--- src/rtl/full_adder_pkg.sv ---
// Arithmetic library package: shared defaults for the adder family.
// Latency: n/a (constants only).
// Backpressure: n/a.
package full_adder_pkg;

    // Default operand width; WIDTH=1 is the classic single-bit full adder.
    localparam int FA_WIDTH_DEFAULT = 1;

endpackage : full_adder_pkg

--- src/rtl/full_adder_cell.sv ---
// Single-bit full-adder cell: sum and carry-out from a, b and carry-in.
// Latency: purely combinational, zero cycles.
// Backpressure: none; the cell is a pure function of its inputs.
module full_adder_cell (
    input  logic a_i,
    input  logic b_i,
    input  logic cin_i,
    output logic sum_o,
    output logic cout_o
);

    // Propagate term, shared by the sum and the carry equations.
    logic prop_w;

    assign prop_w = a_i ^ b_i;
    assign sum_o  = prop_w ^ cin_i;
    // Carry is generated by a&b or propagated from cin through a^b.
    assign cout_o = (a_i & b_i) | (cin_i & prop_w);

endmodule : full_adder_cell

--- src/rtl/full_adder.sv ---
// Ripple-carry adder with carry-in, carry-out, signed overflow and optional output register.
// Latency: sum/cout/ovf combinational (0 cycles); *_q_o outputs one cycle after valid_i.
// Backpressure: none; accepts one operand set per cycle, results are never stalled.
module full_adder
    import full_adder_pkg::*;
#(
    parameter int WIDTH   = FA_WIDTH_DEFAULT,
    parameter bit REG_OUT = 1'b1
) (
    input  logic             clk_i,
    input  logic             rst_i,
    input  logic [WIDTH-1:0] a_i,
    input  logic [WIDTH-1:0] b_i,
    input  logic             cin_i,
    output logic [WIDTH-1:0] sum_o,
    output logic             cout_o,
    output logic             ovf_o,
    input  logic             valid_i,
    output logic [WIDTH-1:0] sum_q_o,
    output logic             cout_q_o,
    output logic             ovf_q_o,
    output logic             valid_q_o
);

    // carry_w[k] is the carry into bit k; carry_w[WIDTH] is the carry out of the MSB.
    logic [WIDTH:0] carry_w;

    assign carry_w[0] = cin_i;

    // Ripple chain: one cell per bit, each cell's carry-out feeds the next cell.
    for (genvar k = 0; k < WIDTH; k++) begin : g_bit
        full_adder_cell u_cell (
            .a_i    (a_i[k]),
            .b_i    (b_i[k]),
            .cin_i  (carry_w[k]),
            .sum_o  (sum_o[k]),
            .cout_o (carry_w[k+1])
        );
    end

    // Signed overflow: carry into the MSB differs from carry out of it.
    // For WIDTH=1 the carry into the MSB is cin_i itself.
    assign cout_o = carry_w[WIDTH];
    assign ovf_o  = carry_w[WIDTH] ^ carry_w[WIDTH-1];

    if (REG_OUT) begin : g_reg
        logic [WIDTH-1:0] sum_q,   sum_d;
        logic             cout_q,  cout_d;
        logic             ovf_q,   ovf_d;
        logic             valid_q, valid_d;

        // Next state: capture the live result when qualified, otherwise hold the data.
        always_comb begin
            sum_d   = sum_q;
            cout_d  = cout_q;
            ovf_d   = ovf_q;
            valid_d = valid_i;
            if (valid_i) begin
                sum_d  = sum_o;
                cout_d = cout_o;
                ovf_d  = ovf_o;
            end
        end

        // Output register; synchronous reset wins over a same-cycle valid_i.
        always_ff @(posedge clk_i) begin
            if (rst_i) begin
                sum_q   <= '0;
                cout_q  <= 1'b0;
                ovf_q   <= 1'b0;
                valid_q <= 1'b0;
            end else begin
                sum_q   <= sum_d;
                cout_q  <= cout_d;
                ovf_q   <= ovf_d;
                valid_q <= valid_d;
            end
        end

        assign sum_q_o   = sum_q;
        assign cout_q_o  = cout_q;
        assign ovf_q_o   = ovf_q;
        assign valid_q_o = valid_q;
    end else begin : g_noreg
        // Without the register stage the clock, reset and qualifier have no load.
        logic unused_ok;
        assign unused_ok = ^{clk_i, rst_i, valid_i};

        assign sum_q_o   = '0;
        assign cout_q_o  = 1'b0;
        assign ovf_q_o   = 1'b0;
        assign valid_q_o = 1'b0;
    end

endmodule : full_adder

--- config.mk ---
export PLATFORM = sky130hd
export DESIGN_NAME = full_adder
export DESIGN_NICKNAME = d
export VERILOG_FILES = /design/src/rtl/full_adder_pkg.sv /design/src/rtl/full_adder_cell.sv /design/src/rtl/full_adder.sv
export SDC_FILE = /design/constraint.sdc
export NUM_CORES = 1
export LEC_CHECK = 0
export CORE_AREA = 2 2 39 41
export DETAILED_ROUTE_END_ITERATION = 6
export DIE_AREA = 0 0 41 43
export REMOVE_ABC_BUFFERS = 1
export SYNTH_ARGS = -nofsm -noshare
export SYNTH_HDL_FRONTEND = slang
export SYNTH_HIERARCHICAL = 1
export SYNTH_SLANG_ARGS = --single-unit
--- constraint.sdc ---
create_clock -name clk_i -period 1.7 [get_ports clk_i]
set_input_delay 0.51 -clock clk_i [delete_from_list [all_inputs] [get_ports clk_i]]
set_output_delay 0.51 -clock clk_i [all_outputs]
set_load 0.01 [all_outputs]
---- Yosys cells after proc, flatten, opt, wreduce, memory -nomap -nowiden ----
Cells that the tools add are included.
cells by class
  bitwise operators ....................... 6
operators with widths
  operator     number
  $xor 1x1->1  3
  $and 1x1->1  2
  $or 1x1->1   1
word-level totals
  flip-flop bits (word level) ............. 4

---- Depth between registers and ports, before layout ----
Gate-level depths: netlist of run 1.
  depth after elaboration ................. 4
  gate-level depth with buffers ........... 3
  depth with buffers taken out ............ 3

---- Hierarchy ----
The synthesis of run 1 kept the hierarchy.
modules (own cells, without submodules)
  module           instances  cells each  area an instance (µm²)  seq. area each (µm²)
  full_adder       1          13          142.6                   80.1
  full_adder_cell  1          1           20.0                    0.0

---- Worst setup path before layout of run 1 ----
OpenSTA, ideal clock, no wires.
  path kind ............................... input-to-output
  start ................................... in a_i
  end ..................................... out ovf_o
  arrival ................................. 1.355 ns
  setup slack ............................. -0.165 ns
  cell stages on the path ................. 3
  path buffers ............................ 0
  path through ............................ fa_1 xnor2_1 inv_1
between the ends
  longest elaborated chain between the ends .. 4
ends and longest elaborated chain
  item                line                   RTL
  start: declaration  full_adder.sv:12       input logic [WIDTH-1:0] a_i,
  $xor 1x1->1         full_adder_cell.sv:15  assign prop_w = a_i ^ b_i;
  $and 1x1->1         full_adder_cell.sv:18  assign cout_o = (a_i & b_i) | (cin_i & prop_w);
  $or 1x1->1 (*)      full_adder_cell.sv:18
  $xor 1x1->1 (*)     full_adder.sv:44       assign ovf_o = carry_w[WIDTH] ^ carry_w[WIDTH-1];
  end: declaration    full_adder.sv:17       output logic ovf_o,
Mark *: on every way between the ends. The rest lies on a longest branch, timed or not.

---- Worst setup path in the final report of run 1 ----
  start ................................... in b_i
  end ..................................... out ovf_o
between the ends
  longest elaborated chain between the ends .. 4
ends and longest elaborated chain
  item                line                   RTL
  start: declaration  full_adder.sv:13       input logic [WIDTH-1:0] b_i,
  $xor 1x1->1         full_adder_cell.sv:15
  $and 1x1->1         full_adder_cell.sv:18
  $or 1x1->1 (*)      full_adder_cell.sv:18
  $xor 1x1->1 (*)     full_adder.sv:44
Marked as above.

==> results of run 1 <==
power by group:
part | internal [uW] | switching [uW] | total [uW]
Clock | 78.7 | 35.6 | 114
Sequential | 102 | 3.07 | 105
Combinational | 62.3 | 35.0 | 97.3
Total | 243 | 73.7 | 316
layout make-up:
class	count	area, sq um
fill	156	1020
timing repair buffer	18	148
multi-input combinational	9	88.8
sequential	4	80.1
clock buffer	3	22.5
tap	16	20.0
inverter	1	3.75
cell usage in the layout (no fill, tap or decap), drive strengths merged:
cell type / Yosys / final
a211oi: 1 / 1
buf: 0 / 12
clkbuf: 0 / 3
clkdlybuf4s50: 0 / 6
dfxtp: 4 / 4
fa: 1 / 1
inv: 1 / 1
mux2i: 2 / 2
nor2: 3 / 3
nor2b: 1 / 1
xnor2: 1 / 1
final timing paths:
kind                            depth (start not counted)       to  slack, ns  startpoint
worst min register to register                          2  sum_q_o       0.50     sum_q_o
worst min-delay path                                    2  sum_q_o       0.50     sum_q_o
worst max-delay path                                    5    ovf_o      -0.17         b_i
worst max register to register                          2  ovf_q_o       1.07     ovf_q_o
cell usage after synthesis:
| library cell | instances | area, sq um |
|---|---|---|
| sky130_fd_sc_hd__a211oi_2 | 1 | 12.5 |
| sky130_fd_sc_hd__dfxtp_1 | 4 | 80.1 |
| sky130_fd_sc_hd__fa_1 | 1 | 20.0 |
| sky130_fd_sc_hd__inv_1 | 1 | 3.75 |
| sky130_fd_sc_hd__mux2i_1 | 2 | 20.0 |
| sky130_fd_sc_hd__nor2_1 | 3 | 11.3 |
| sky130_fd_sc_hd__nor2b_1 | 1 | 6.26 |
| sky130_fd_sc_hd__xnor2_1 | 1 | 8.76 |
worst max-delay path, cell delays in order:
cell,delay [ns]
sky130_fd_sc_hd__buf_6,0.09
sky130_fd_sc_hd__fa_2,0.41
sky130_fd_sc_hd__xnor2_2,0.16
sky130_fd_sc_hd__inv_1,0.05
sky130_fd_sc_hd__buf_2,0.13
per-layer routing:
metal	vias to the layer above	GRT usage (%)	wire length [um]
li1	87	-	-
met1	77	5.48	134
met2	9	8.13	210
met3	0	5.24	81
met4	0	6.00	0
met5	-	0	0
flip-flops by register name (all words and copies together), names as in the netlist:
signal / flops
ovf_q_o: 1
cout_q_o: 1
valid_q_o: 1
sum_q_o: 1
cells by family after synthesis:
| kind of cell | share of synthesized area (%) |
|---|---|
| xor gates and xnor gates | 5.39 |
| DFF | 49.2 |
| adders and majority gates | 12.3 |
| and+or+nand+nor | 10.8 |
| buffers and inverters | 2.31 |
| AOI/OAI and AO/OA | 7.69 |
| muxes | 12.3 |
stage by stage:
stage / total power [uW] / hold WS [ns] / utilization, % / TNS, ns
3_3_place_gp: 196 / 0.493 / 24.1 / -3.25
2_1_floorplan: 135 / 0.525 / - / -0.165
5_1_grt: 340 / 0.543 / 26.2 / -0.415
3_5_place_dp: 197 / 0.500 / 24.1 / -3.38
6_report: 316 / 0.499 / 26.2 / -0.352
4_1_cts: 320 / 0.509 / 25.7 / -0.366
what timing repair did:
action | 4_1_cts | 5_1_grt
gates resized for setup | 28 | 0
setup buffers | 1 | 1
hold buffers | 0 | 0
cloned | 0 | 0
pin swaps | 2 | 0
endpoints found under the setup margin | 4 | 3
==> impl_metrics.py, run 1 <==
metrics = {
    "sta": {
        "fin_worst_setup_slack_ns": -0.167,
        "layout_min_cycle_time_ns": 1.87,
        "slew_violations": 0,
        "worst_rel_slew_slack_pct": 84.6,
        "final.setup_skew_ns": 0,
        "setup_repair_after_global_routing_missed_its_margin": "true",
        "final_count_of_hold_timing_violations": 0,
        "min_period_over_period_pct": 110,
        "achievable-frequency_mhz": 536,
        "worst_slew_pin_slew_ns": 0.231,
        "report.final.setup_viol": 3,
    },
    "worst_setup_path": {
        "worst_setup_path_start_kind": "input pin",
        "arrival_ns": 1.36,
        "critPathKind": "input pin to output pin",
        "critPathMaxFanout": 2,
        "timing.critical_path.to_type": "output pin",
        "cp.required_ns": 1.19,
    },
    "clock_tree": {
        "tritoncts_num_sinks": 4,
        "cts.root.buffer_cell": "sky130_fd_sc_hd__clkbuf_4",
        "insertion_delay_ns": 0.23,
        "clock_transition_at_the_registers_of_the_reported_paths_ns": 0.04,
        "cts_tree": "yes",
        "htree_levels": 1,
        "cts_buffers": 3,
        "max-clock-path-buffers": 2,
    },
    "finish": {
        "syn_to_final_growth_pct": 123,
        "nNetsFinal": 44,
        "finalNonFillerCells": 51,
        "stdcell_area_sq_um": 363,
        "num_antenna_cells": 0,
        "layout-drive-gt1-share_pct": 51.4,
    },
    "yosys": {
        "post_synth.cell_area_avg_sq_um": 11.6,
        "post_synth_num_cell_types": 8,
        "ys_ff_latch": 4,
        "yosysWarningCount": 6,
        "seq_total_area_yosys_pct": 49.2,
        "syn_inst_count": 14,
        "syn-cell-area_sq_um": 163,
    },
    "routing": {
        "dr.first_iter.drc_count": 2,
        "dr.pass1.iters": 3,
        "vias_per_inst": 3.39,
        "num_vias": 173,
        "detail_route.drc_violations": 0,
        "wl_per_cell_um": 8.35,
        "antenna_left": 0,
        "totalWireLength_um": 426,
    },
    "flow_run": {
        "max-cap-violations": 0,
    },
    "power_and_ir_drop": {
        "peakVddDrop_mv": 0.222,
        "cellLeakagePower_uw": 0.000167,
        "power-per-cell-area_nw_per_um2": 872,
    },
    "die": {
        "fp-row-count": 14,
        "die_width_um": 41,
        "core_area_sq_um": 1380,
        "design.portCount": 13,
        "die_y_um": 43,
        "floorplan.die_area_sq_um": 1760,
        "starting_utilization_of_the_core_area_pct": 11.8,
    },
    "status": {
        "violations": "setup timing",
        "status": "finished with violations",
    },
    "global_route": {
        "grt_total_usage_pct": 6.23,
        "overflow": 0,
        "antenna_found_initial": 0,
        "grt_start_max_net_pins": 6,
        "wire_length_of_the_first_global_routing_pass_um": 662,
        "first_global_vias": 176,
    },
    "placement": {
        "buffer_ports.inserted": 12,
        "place.gp.congestion": 0.561,
        "placed_cells": 46,
        "post_dp_cell_area_sq_um": 333,
        "pre_cts_ws_ns": -1.01,
    },
    "hold_path": {
        "hold_class": "register to register",
    },
}
(Power assumes the default switching activity.)
==> run 2, diff against run 1 <==
Settings changed: SETUP_SLACK_MARGIN set to 0.4.
==> run 2 against run 1 <==
  * The flow still finishes with violations (setup timing)
  * Setup slack about the same
  * Wire length increased by 2.1%
  * Sequential power about the same
  * Clock skew unchanged
  * Via count increased by 0.58%
  * Critical path type unchanged
==> impl_metrics.py, run 2 (synthesis gave the netlist of run 1 again) <==
metrics = {
    "status": {
        "status": "finished with violations",
        "violations": "setup timing",
    },
    "die": {
        "floorplan.die_area_sq_um": 1760,
        "starting_utilization_of_the_core_area_pct": 11.8,
        "core_area_sq_um": 1380,
        "die_width_um": 41,
        "fp-row-count": 14,
        "die_y_um": 43,
        "design.portCount": 13,
    },
    "sta": {
        "worst_rel_slew_slack_pct": 84.2,
        "min_period_over_period_pct": 110,
        "final.setup.tns_ns": -0.353,
        "final.setup_skew_ns": 0,
        "final.hold.worst_slack_ns": 0.496,
        "setup_repair_after_global_routing_missed_its_margin": "true",
        "worst_slew_pin_slew_ns": 0.236,
        "report.final.setup_viol": 3,
        "layout_min_cycle_time_ns": 1.87,
        "fin_worst_setup_slack_ns": -0.167,
        "achievable-frequency_mhz": 536,
        "slew_violations": 0,
        "final_count_of_hold_timing_violations": 0,
    },
    "finish": {
        "finalNonFillerCells": 51,
        "layout_commonest_cell": "sky130_fd_sc_hd__buf_2",
        "final_cell_mix": "sky130_fd_sc_hd__buf_2 (7), sky130_fd_sc_hd__buf_4 (5), sky130_fd_sc_hd__dfxtp_1 (4)",
        "num_antenna_cells": 0,
        "syn_to_final_growth_pct": 115,
        "register_area_sq_um": 80.1,
        "fillers": 158,
        "nNetsFinal": 44,
        "multiInputGateArea_sq_um": 88.8,
        "layout-drive-gt1-share_pct": 62.9,
        "utilization_pct": 25.2,
    },
    "power_and_ir_drop": {
        "total_power_uw": 312,
        "cellLeakagePower_uw": 0.000182,
        "power-per-cell-area_nw_per_um2": 893,
        "peakVddDrop_mv": 0.220,
    },
    "placement": {
        "place.gp.congestion": 0.561,
        "buffer_ports.inserted": 12,
        "placed_cells": 46,
    },
    "clock_tree": {
        "htree_levels": 1,
        "tritoncts_num_sinks": 4,
        "cts.root.buffer_cell": "sky130_fd_sc_hd__clkbuf_4",
        "clock_transition_at_the_registers_of_the_reported_paths_ns": 0.04,
        "cts_buffers": 3,
        "cts_tree": "yes",
        "insertion_delay_ns": 0.23,
        "max-clock-path-buffers": 2,
    },
    "routing": {
        "dr.first_iter.drc_count": 2,
        "antenna_left": 0,
        "num_vias": 174,
        "met2_wirelength_um": 213,
        "totalWireLength_um": 435,
        "met3_wire_len_um": 83,
        "top_layer": "met3",
        "detail_route.drc_violations": 0,
        "dr.pass1.iters": 4,
        "drt-met1-wl_um": 138,
        "wl_per_cell_um": 8.53,
        "vias_per_inst": 3.41,
    },
    "worst_setup_path": {
        "slowest_stage_cell_cp": "sky130_fd_sc_hd__fa_2",
        "critPathMaxFanout": 2,
        "arrival_ns": 1.36,
        "timing.critical_path.to_type": "output pin",
        "cp.required_ns": 1.19,
        "worst_setup_path_start_kind": "input pin",
        "path_cells": "buf_6 > fa_2 > xnor2_2 > inv_1 > buf_2",
        "critPathKind": "input pin to output pin",
        "critical_path.max_stage_delay_ns": 0.41,
    },
    "hold_path": {
        "hold_class": "register to register",
    },
    "flow_run": {
        "max-cap-violations": 0,
    },
    "global_route": {
        "grt_total_usage_pct": 6.33,
        "antenna_found_initial": 0,
        "grt_start_max_net_pins": 6,
        "overflow": 0,
        "first_global_vias": 178,
        "wire_length_of_the_first_global_routing_pass_um": 676,
    },
}
==> run 2: changes by cell type in the layout (fill, tap and decap cells not counted), sizes merged <==
cell           change
clkbuf             +1
dlymetal6s2s       +1
clkdlybuf4s50      -5
buf                +3
==> run 2: final timing paths <==
| path | from | endpoint | slack (ns) | cells after the start |
|---|---|---|---|---|
| min reg2reg | sum_q_o | sum_q_o | 0.50 | 2 |
| max | b_i | ovf_o | -0.17 | 5 |
| min | sum_q_o | sum_q_o | 0.50 | 2 |
| max reg2reg | ovf_q_o | ovf_q_o | 1.07 | 2 |
==> run 2: power by group <==
group / leakage (uW) / internal [uW] / total (uW) / switching (uW)
combinational: 0.000135 / 57.3 / 92.9 / 35.6
sequential: 0.0000332 / 102 / 105 / 2.92
clock: 0.0000138 / 78.7 / 114 / 35.5
total: 0.000182 / 238 / 312 / 74.1
==> run 2: layout make-up <==
cell class / count / area share (%)
clock buffers: 3 / 6.45
inverters: 1 / 1.08
multi-input cells: 9 / 25.4
flip-flops and latches: 4 / 22.9
well taps: 16 / 5.73
repair buffers: 18 / 38.4
==> run 2: through the flow <==
stage | setup WS, ns | cell area, sq um
after global routing | -0.200 | 349
after global placement | -0.959 | 333
after CTS | -0.171 | 350
after detailed placement | -1.01 | 333
final | -0.167 | 349
after floorplan | -0.165 | 163
==> run 2: routing by layer <==
metal  vias to the layer above  track usage [%]
met4                         0             6.00
met5                         -                0
met3                         0             5.24
met1                        78             5.81
met2                         9             8.13
li1                         87                -
==> run 2: repair_timing <==
| item | CTS | global route |
|---|---|---|
| resized for setup | 42 | 3 |
| hold buffers | 0 | 0 |
| buffers inserted | 1 | 1 |
| pin swaps | 3 | 0 |
| setup endpoints to repair | 10 | 8 |
==> run 2: critical path: cells and delay by family <==
family                   cells  cell delay [ns]
buffers and inverters        3             0.27
adder cells (fa/ha/maj)      1             0.41
XOR/XNOR                     1             0.16
